**config.mk**
```make
export PLATFORM = sky130hd
export DESIGN_NAME = rtc_lectura
export DESIGN_NICKNAME = d
export VERILOG_FILES = /design/src/rtl/rtc_pkg.sv /design/src/rtl/rtc_handshake.sv /design/src/rtl/rtc_lectura.sv
export SDC_FILE = /design/constraint.sdc
export NUM_CORES = 1
export LEC_CHECK = 0
export ABC_AREA = 1
export CAP_MARGIN = 10
export CORE_UTILIZATION = 25
export DETAILED_ROUTE_END_ITERATION = 10
export PLACE_DENSITY_LB_ADDON = 0.08
export SLEW_MARGIN = 15
export SYNTH_ARGS = -nofsm -noshare
export SYNTH_HDL_FRONTEND = slang
export SYNTH_HIERARCHICAL = 1
export SYNTH_SLANG_ARGS = --single-unit
```
**constraint.sdc**
```tcl
create_clock -name clk -period 2.3 [get_ports clk]
set_input_delay 0.23 -clock clk [delete_from_list [all_inputs] [get_ports clk]]
set_output_delay 0.23 -clock clk [all_outputs]
set_load 0.005 [all_outputs]
```
**src/rtl/rtc_pkg.sv**
```systemverilog
// Shared definitions for the multiplexed-bus RTC sequencers (read and write side).
// Contents:
//   - RTC register addresses (write-side control registers, time/date registers)
//   - read-sequencer state encoding
//   - number of registers per snapshot and default handshake timing
//   - reg_addr(): snapshot index -> RTC register address
package rtc_pkg;

  // Registers already used by the power-up write sequencer.
  localparam logic [7:0] ADDR_CTRL = 8'h02;
  localparam logic [7:0] ADDR_STAT = 8'h10;
  localparam logic [7:0] ADDR_CMD  = 8'hF0;

  // Time/date registers, in snapshot order.
  localparam logic [7:0] ADDR_SEG  = 8'h21;
  localparam logic [7:0] ADDR_MIN  = 8'h22;
  localparam logic [7:0] ADDR_HOR  = 8'h23;
  localparam logic [7:0] ADDR_DIA  = 8'h24;
  localparam logic [7:0] ADDR_MES  = 8'h25;
  localparam logic [7:0] ADDR_ANIO = 8'h26;

  localparam int N_REGS      = 6;
  localparam int HOLD_DEF    = 2;
  localparam int TIMEOUT_DEF = 255;

  // Read-sequencer states.
  localparam logic [2:0] ST_IDLE  = 3'd0;
  localparam logic [2:0] ST_ISSUE = 3'd1;
  localparam logic [2:0] ST_WAIT  = 3'd2;
  localparam logic [2:0] ST_NEXT  = 3'd3;
  localparam logic [2:0] ST_DONE  = 3'd4;

  function automatic logic [7:0] reg_addr(input logic [2:0] idx);
    logic [7:0] addr;
    case (idx)
      3'd0:    addr = ADDR_SEG;
      3'd1:    addr = ADDR_MIN;
      3'd2:    addr = ADDR_HOR;
      3'd3:    addr = ADDR_DIA;
      3'd4:    addr = ADDR_MES;
      3'd5:    addr = ADDR_ANIO;
      default: addr = 8'h00;
    endcase
    return addr;
  endfunction

endpackage

```
**src/rtl/rtc_handshake.sv**
```systemverilog
// Bus-driver handshake timer shared by the RTC read and write sequencers.
// The sequencer raises `issuing` while the address/strobe are held and
// `waiting` while it waits for the driver; this block reports when the hold
// time is over, when the transfer completed, and when it timed out.
// Ports:
//   clk, reset   system clock, synchronous active-low reset
//   issuing      sequencer is holding address + strobe
//   waiting      sequencer is waiting for the driver to finish
//   siga         driver busy (1 = transfer in progress)
//   hold_done    last hold cycle (combinational, only while issuing)
//   done         transfer finished: busy was seen and is now low
//   timeout      last allowed wait cycle passed without completion
module rtc_handshake #(
  parameter int HOLD    = 2,
  parameter int TIMEOUT = 255
) (
  input  logic clk,
  input  logic reset,
  input  logic issuing,
  input  logic waiting,
  input  logic siga,
  output logic hold_done,
  output logic done,
  output logic timeout
);

  logic [7:0] hold_cnt;
  logic [7:0] to_cnt;
  logic       visto_alto;

  assign hold_done = issuing && (hold_cnt == 8'(HOLD));
  // A low busy line only means "finished" once it has been seen high;
  // before that the driver simply has not picked the request up yet.
  assign done      = waiting && visto_alto && !siga;
  // Completion on the last allowed cycle wins over the timeout.
  assign timeout   = waiting && !done && (to_cnt == 8'(TIMEOUT - 1));

  always_ff @(posedge clk) begin
    // NOTE: sequential state is updated with non-blocking assignments only,
    // so every register samples the values from before this edge.
    if (!reset) begin
      hold_cnt   <= 8'd0;
      to_cnt     <= 8'd0;
      visto_alto <= 1'b0;
    end else begin
      hold_cnt <= (issuing && !hold_done) ? hold_cnt + 8'd1 : 8'd0;
      to_cnt   <= waiting ? to_cnt + 8'd1 : 8'd0;

      if (hold_done) begin
        // Start the wait phase with a clean flag; busy on this very cycle
        // still counts.
        visto_alto <= siga;
      end else if (issuing || waiting) begin
        if (siga) visto_alto <= 1'b1;
      end else begin
        visto_alto <= 1'b0;
      end
    end
  end

endmodule

```
**src/rtl/rtc_lectura.sv**
```systemverilog
// Read-side sequencer for the multiplexed-bus RTC.
// On an accepted read request it reads registers 0x21..0x26 one by one through
// the shared bus driver and publishes the six bytes together as one snapshot.
// Ports:
//   clk, reset        system clock, synchronous active-low reset
//   inicializado      init sequencer finished; reads refused while low
//   leer              read request (level or pulse), sampled in IDLE
//   siga              bus driver busy (1 = busy, 0 = idle/done)
//   dato_rd           byte returned by the bus driver
//   Direc, lea        register address and read strobe to the bus driver
//   ocupado           read in progress
//   segundos..anio    BCD snapshot of registers 0x21..0x26
//   valido            one-cycle pulse when a new snapshot is published
//   error_to          sticky timeout flag, cleared by the next accepted read
module rtc_lectura
  import rtc_pkg::*;
#(
  parameter int HOLD    = HOLD_DEF,
  parameter int TIMEOUT = TIMEOUT_DEF
) (
  input  logic       clk,
  input  logic       reset,
  input  logic       inicializado,
  input  logic       leer,
  input  logic       siga,
  input  logic [7:0] dato_rd,
  output logic [7:0] Direc,
  output logic       lea,
  output logic       ocupado,
  output logic [7:0] segundos,
  output logic [7:0] minutos,
  output logic [7:0] horas,
  output logic [7:0] dia,
  output logic [7:0] mes,
  output logic [7:0] anio,
  output logic       valido,
  output logic       error_to
);

  logic [2:0] state;
  logic [2:0] idx;
  logic [7:0] shadow [N_REGS];

  logic hold_done;
  logic done;
  logic timeout;

  rtc_handshake #(
    .HOLD    (HOLD),
    .TIMEOUT (TIMEOUT)
  ) u_handshake (
    .clk       (clk),
    .reset     (reset),
    .issuing   (state == ST_ISSUE),
    .waiting   (state == ST_WAIT),
    .siga      (siga),
    .hold_done (hold_done),
    .done      (done),
    .timeout   (timeout)
  );

  // Bus-side outputs decode straight from the state so they are 0 in reset
  // and IDLE without extra registers.
  assign ocupado = (state != ST_IDLE);
  assign lea     = (state == ST_ISSUE);
  assign valido  = (state == ST_DONE);
  assign Direc   = (state == ST_ISSUE || state == ST_WAIT) ? reg_addr(idx) : 8'h00;

  always_ff @(posedge clk) begin
    if (!reset) begin
      state    <= ST_IDLE;
      idx      <= 3'd0;
      error_to <= 1'b0;
      segundos <= 8'h00;
      minutos  <= 8'h00;
      horas    <= 8'h00;
      dia      <= 8'h00;
      mes      <= 8'h00;
      anio     <= 8'h00;
      // NOTE: the shadow bytes are a handful of flops, not a RAM, so they
      // can and do take the reset like everything else.
      for (int i = 0; i < N_REGS; i++) shadow[i] <= 8'h00;
    end else begin
      case (state)
        ST_IDLE: begin
          if (leer && inicializado) begin
            idx      <= 3'd0;
            error_to <= 1'b0;
            state    <= ST_ISSUE;
          end
        end

        ST_ISSUE: begin
          if (hold_done) state <= ST_WAIT;
        end

        ST_WAIT: begin
          if (done) begin
            shadow[idx] <= dato_rd;
            state       <= ST_NEXT;
          end else if (timeout) begin
            error_to <= 1'b1;
            state    <= ST_IDLE;
          end
        end

        ST_NEXT: begin
          if (idx == 3'(N_REGS - 1)) begin
            // Load the snapshot on the edge into DONE so the new bytes and
            // the `valido` pulse appear on the same cycle, all at once.
            segundos <= shadow[0];
            minutos  <= shadow[1];
            horas    <= shadow[2];
            dia      <= shadow[3];
            mes      <= shadow[4];
            anio     <= shadow[5];
            state    <= ST_DONE;
          end else begin
            idx   <= idx + 3'd1;
            state <= ST_ISSUE;
          end
        end

        ST_DONE: state <= ST_IDLE;

        default: state <= ST_IDLE;
      endcase
    end
  end

endmodule

```
== After elaboration in Yosys (flattened, before gate mapping) ==
Memories as Yosys holds them, arrays and structs flattened. A register that Yosys moved wholly into a read port is not among the register bits.
Cells that the tools add are included.

* Divide/modulo/power cells: 0
* Multipliers: 0
* Shift-type cells: 0
* Muxes and demuxes: 26
* Reductions and logical operators: 29
* Add/sub/neg operators: 3
* Bitwise operators: 0
* Equal/unequal tests: 18
* Order comparisons: 0

{| class="wikitable"
|+ Operators by type and width
! cell !! count
|-
| 6-bit one-hot mux with 6 select lines || 1
|-
| 3-bit two-way mux || 8
|-
| 8-bit by 1-bit adder with 8-bit output, second input constant || 2
|-
| 8-bit two-way mux || 2
|-
| 3-bit by 2-bit equality test with 1-bit output, second input constant || 4
|-
| 1-bit two-way mux || 12
|-
| 3-bit one-hot mux with 4 select lines || 1
|-
| 2-bit != test, second input constant || 5
|-
| 3-bit equality test, second input constant || 3
|-
| 1-bit zero test || 9
|-
| 8-bit by 2-bit equality test with 1-bit output, second input constant || 1
|-
| 8-bit equality test, second input constant || 1
|-
| 8-bit OR reduction || 1
|-
| 1-bit logical AND || 7
|-
| 3-bit by 1-bit equality test with 1-bit output, second input constant || 2
|-
| 3-bit zero test || 2
|-
| 3-bit one-hot mux with 2 select lines || 1
|-
| 2-bit AND reduction || 3
|-
| 3-bit AND reduction || 2
|-
| 4-bit AND reduction || 1
|-
| 2-bit nonzero test || 2
|-
| 3-bit by 1-bit adder with 3-bit output, second input constant || 1
|-
| 3-bit by 2-bit != test with 1-bit output, second input constant || 1
|-
| 3-bit != test, second input constant || 1
|-
| other kinds (3) || 3
|}

* Memory bits (read-only): 0
* Register bits after elaboration: 24
* Output and inout port bits: 60
* Latch bits: 0
* Memories: 1
* Input bits: 13
* Memory bits (writable): 48
* Word-level logic and storage cells: 83

{| class="wikitable"
|+ Memories
! memory !! words !! bits a word !! read ports !! clocked after memory_dff !! wr ports !! line !! text
|-
| shadow || 6 || 8 || 6 || 6 || 6 || rtc_lectura.sv:42 || <nowiki>logic [7:0] shadow [N_REGS];</nowiki>
|}

== Longest topological paths before layout ==
* Depth after elaboration: 9
* Gate-level depth with buffers: 12
* Gate-level depth less buffers: 12

== By module ==
Netlist, hierarchy kept.

{| class="wikitable"
|+ By module, submodules not included
! module !! area an instance (um^2) !! cells each !! instances !! sequential area each (um^2)
|-
| rtc_lectura || 4066.4 || 429 || 1 || 2542.4
|-
| rtc_handshake || 832.0 || 105 || 1 || 340.3
|}

== Worst setup path after synthesis ==
No wires, ideal clock.

* Path type: register to register
* From: reg state[2]
* To: mem shadow[5][0] (enable)
* Slack: 0.045 ns
* Buffers on the path: 0
* Setup time: 0.387 ns
* Cell stages (with the launch flop): 8
* Data required time: 1.913 ns
* Arrival: 1.868 ns
* Cells stage by stage: dfxtp_1 nor2_2 nand2_1 inv_1 nand2_1 nor2_1 nand3_2 o31ai_1

{| class="wikitable"
|+ RTL lines
! item !! line !! text
|-
| from (decl) || rtc_lectura.sv:40 || <nowiki>logic [2:0] state;</nowiki>
|-
| from (signal assigned) || rtc_lectura.sv:71 || <nowiki>state <= ST_IDLE;</nowiki>
|-
| from (signal assigned) || rtc_lectura.sv:89 || <nowiki>state <= ST_ISSUE;</nowiki>
|-
| from (signal assigned) || rtc_lectura.sv:94 || <nowiki>if (hold_done) state <= ST_WAIT;</nowiki>
|-
| to (decl) || rtc_lectura.sv:42 ||
|}

== Worst setup path after layout ==
* From: reg idx[1]
* To: out Direc[2]

* Longest elaborated chain between the ends: 3
* Elaborated cells on any way between the ends: 8
* Those cells by class: 5 x eq/ne; 2 x mux; 1 x reduce/logical

{| class="wikitable"
|+ RTL lines
! item !! line !! text
|-
| from (decl) || rtc_lectura.sv:41 || <nowiki>logic [2:0] idx;</nowiki>
|-
| from (signal assigned) || rtc_lectura.sv:119 || <nowiki>idx <= idx + 3'd1;</nowiki>
|-
| 3-bit equality test (tied with other cells) || rtc_pkg.sv:35 || <nowiki>case (idx)</nowiki>
|-
| 6-bit one-hot mux with 6 select lines * || rtc_pkg.sv:35 ||
|-
| 8-bit two-way mux * || rtc_lectura.sv:67 || <nowiki>assign Direc = (state == ST_ISSUE || state == ST_WAIT) ? reg_addr(idx) : 8'h00;</nowiki>
|-
| to (decl) || rtc_lectura.sv:27 || <nowiki>output logic [7:0] Direc,</nowiki>
|}

Every way passes the cells marked *; elsewhere a longest branch is shown, timed or not.

==> flow_summary.toml <==
[clock_network]
clk_pin_slew_ns = 0.05
cts_tree = "built"
root_buffer = "clkbuf_16"
htreeDepth = 4
clock-sinks = 120
clk_path_buf_depth = 2
clk-insertion-delay-late_ns = 0.42
cts_made_buffers = 17
cts.hold.buffers_added = 0

[floorplanning]
die_width_um = 142.0
initial_core_util_pct = 25.84
core_area_um2 = 18960
row_count = 50
dieArea_um2 = 20160
die_height_um = 142.0
top_level_ports = 73

[critical_path]
worstSetupStartpointType = "flop"
path_max_fanout = 5
r2r_slack_ns = 0.25
reg2regPathDepth = 9
cp.arrival_ns = 1.98
worst-setup-path-type = "reg -> out"
critPathLaunch = "idx[1]$_SDFFE_PN0P_"
cp-endpoint = "Direc[2]"
r2r_start = "state[2]$_SDFFE_PN0P_"
end_kind = "output pin"
worstPathRequired_ns = 2.07
r2r_end = "shadow[2][4]$_SDFFCE_PN0P_"

[job]
maxCapViolations = 0

[pwr]
power_density_nw_per_um2 = 931.0
p_sw_mw = 1.677
leakage_nw = 2.488
max-vdd-ir-drop_mv = 0.5070
sequentialPowerShare_pct = 39.8
power.share.clock_pct = 43.9
power.internal_mw = 4.416
comb_power_share_pct = 16.2
fin_total_pwr_mw = 6.093
switching_share_pct = 27.53

[grt]
grt_pass1_wl_um = 18420
grt_max_degree = 64
gr-total-overflow = 0
antenna_found_initial = 0
grt_use_total_pct = 12.17
grt_pass1_vias = 3560

[cells_and_area]
antenna_cells = 0
area_growth_pct = 33.61
fin_cells = 890
layout-drive-gt1-share_pct = 14.29
final_cell_mix = "nor2_1, dfxtp_1, clkdlybuf4s50_1"
final_nets = 639
fill_cells = 1956
final_common_cell = "nor2_1"

[yosys]
postSynthCellCount = 534
ys_types = 36
async_reset_ff_share_pct = 0
seq_area_frac_synth_pct = 58.85
synth_flop_cell = "dfxtp_1"
synthesis.area_um2 = 4898
synth-warning-count = 6
synth_area_leaders = "dfxtp_1, edfxtp_1, nor2_1"
synth_top_area_share_pct = 29.43
yosys.area.top_type = "dfxtp_1"
synth_edf_count = 48
syn_avg_cell_area_um2 = 9.173
ys_ff_latch = 120

[route]
num_vias = 3628
drt_iter0_drc = 198
firstDrtPassIters = 4
avgViaCountPerCell = 4.076
wire_per_inst_um = 12.73
remaining_drc_errors = 0
wl_um = 11330
final_antenna_net_count = 0

[run_status]
outcome = "completed"

[timing]
finalCritPeriodShare_pct = 96.13
maxSlewViolCount = 0
hold_viol = 0
clock_skew_ns = 0.009146
setup_viol = 0
period_minus_slack_ns = 2.211
relSlewSlack_pct = 58.27
tightest_slew_ns = 0.6259
max_freq_mhz = 452.3

[place]
gp_congestion = 0.7771
dp.final_hpwl_um = 7947
place_inst = 858
port_buffers = 68

[hold_path]
hp-class = "in -> reg"
area by class of cell:
class | count | area [µm²] | share of cell area (%)
Multi-Input combinational cell | 347 | 1730 | 26.44
Clock buffer | 19 | 464.2 | 7.092
Inverter | 49 | 188.9 | 2.887
Timing Repair Buffer | 82 | 795.8 | 12.16
Sequential cell | 120 | 2895 | 44.24
Tap cell | 260 | 325.3 | 4.970
Clock inverter | 13 | 145.1 | 2.218
routing by layer:
metal  global-route usage (%)  up-vias  part of all wire [%]
li1                         -     1882                     -
met1                    15.88     1661                    49
met2                    18.87       75                    46
met3                    3.937       10                   4.6
met4                    4.244        0                   1.1
met5                        0        -                     0
critical path, stage by stage, from the launching register on:
cell	delay, ns
dfxtp_4	0.38
inv_1	0.09
ha_1	0.22
inv_1	0.13
a21oi_1	0.07
o21ai_0	0.16
inv_1	0.07
clkdlybuf4s50_1	0.46
synthesized netlist by cell type, types with 2 or more instances:
cell type  instances
buf_4              5
xor2_1             5
nand2_2            2
buf_2              3
dfxtp_1           72
o21ai_0           54
inv_2              4
a21oi_1            8
ha_1               9
clkinv_1           2
clkbuf_1           9
xnor2_1            3
nand4_1            2
nor2_4             3
inv_1             41
nor2_2             9
nand3_4            4
nand2_1           49
nand3_1           21
edfxtp_1          48
nor2_1           161
nor3_1             2
buf_6              3
nand3_2            3
through the flow:
stage	setup WS [ns]	util, %	hold WS, ns	setup TNS [ns]	instance area (µm²)
floorplan	0.04550	-	0.3684	0	4910
global placement	0.02502	31.14	0.4605	0	5903
detailed placement	0.01914	31.14	0.4689	0	5903
CTS	0.01030	34.38	0.3326	0	6518
global route	-0.003582	34.53	0.3740	-0.003582	6545
finish	0.08892	34.53	0.3356	0	6545
kinds of logic after synthesis:
| logic type | Yosys count | synth area share (%) |
|---|---|---|
| DFF | 120 | 58.85 |
| xor gates and xnor gates | 8 | 1.430 |
| other | 1 | 0.07655 |
| and+or+nand+nor | 259 | 23.73 |
| adders and majority gates | 9 | 2.299 |
| AOI/OAI and AO/OA | 67 | 7.229 |
| buffers and inverters | 70 | 6.385 |
worst min path at each step:
stage | start | end | slack (ns) | cells past startpoint
global placement | u_handshake/to_cnt[0]$_SDFF_PN0_ | u_handshake/to_cnt[0]$_SDFF_PN0_ | 0.46 | 1
global route | reset | idx[0]$_SDFFE_PN0P_ | 0.37 | 4
detailed placement | u_handshake/to_cnt[0]$_SDFF_PN0_ | u_handshake/to_cnt[0]$_SDFF_PN0_ | 0.47 | 1
finish | reset | idx[0]$_SDFFE_PN0P_ | 0.34 | 4
CTS | reset | idx[0]$_SDFFE_PN0P_ | 0.33 | 4
floorplan | reset | u_handshake/visto_alto$_SDFFE_PN0P_ | 0.37 | 2
registers in the layout, indices dropped and copies added, names as in the netlist:
| signal | flops |
|---|---|
| error_to | 1 |
| idx | 3 |
| horas | 8 |
| u_handshake/visto_alto | 1 |
| segundos | 8 |
| mes | 8 |
| u_handshake/hold_cnt | 8 |
| minutos | 8 |
| u_handshake/to_cnt | 8 |
| shadow | 48 |
| dia | 8 |
| state | 3 |
| anio | 8 |
power by group through the flow:
stage	logic, mW	registers [mW]	clock network (mW)
6_report	0.989	2.43	2.68
5_1_grt	1.11	2.44	2.85
4_1_cts	0.994	2.42	2.76
3_5_place_dp	0.981	2.45	0
3_3_place_gp	0.991	2.45	0
2_1_floorplan	0.609	2.43	0
timing repair:
action,4_1_cts,5_1_grt
buffers inserted,0,0
endpoints found under the setup margin,4,84
gates resized for setup,4,12
Note: power is estimated with default switching activity, not from simulation.
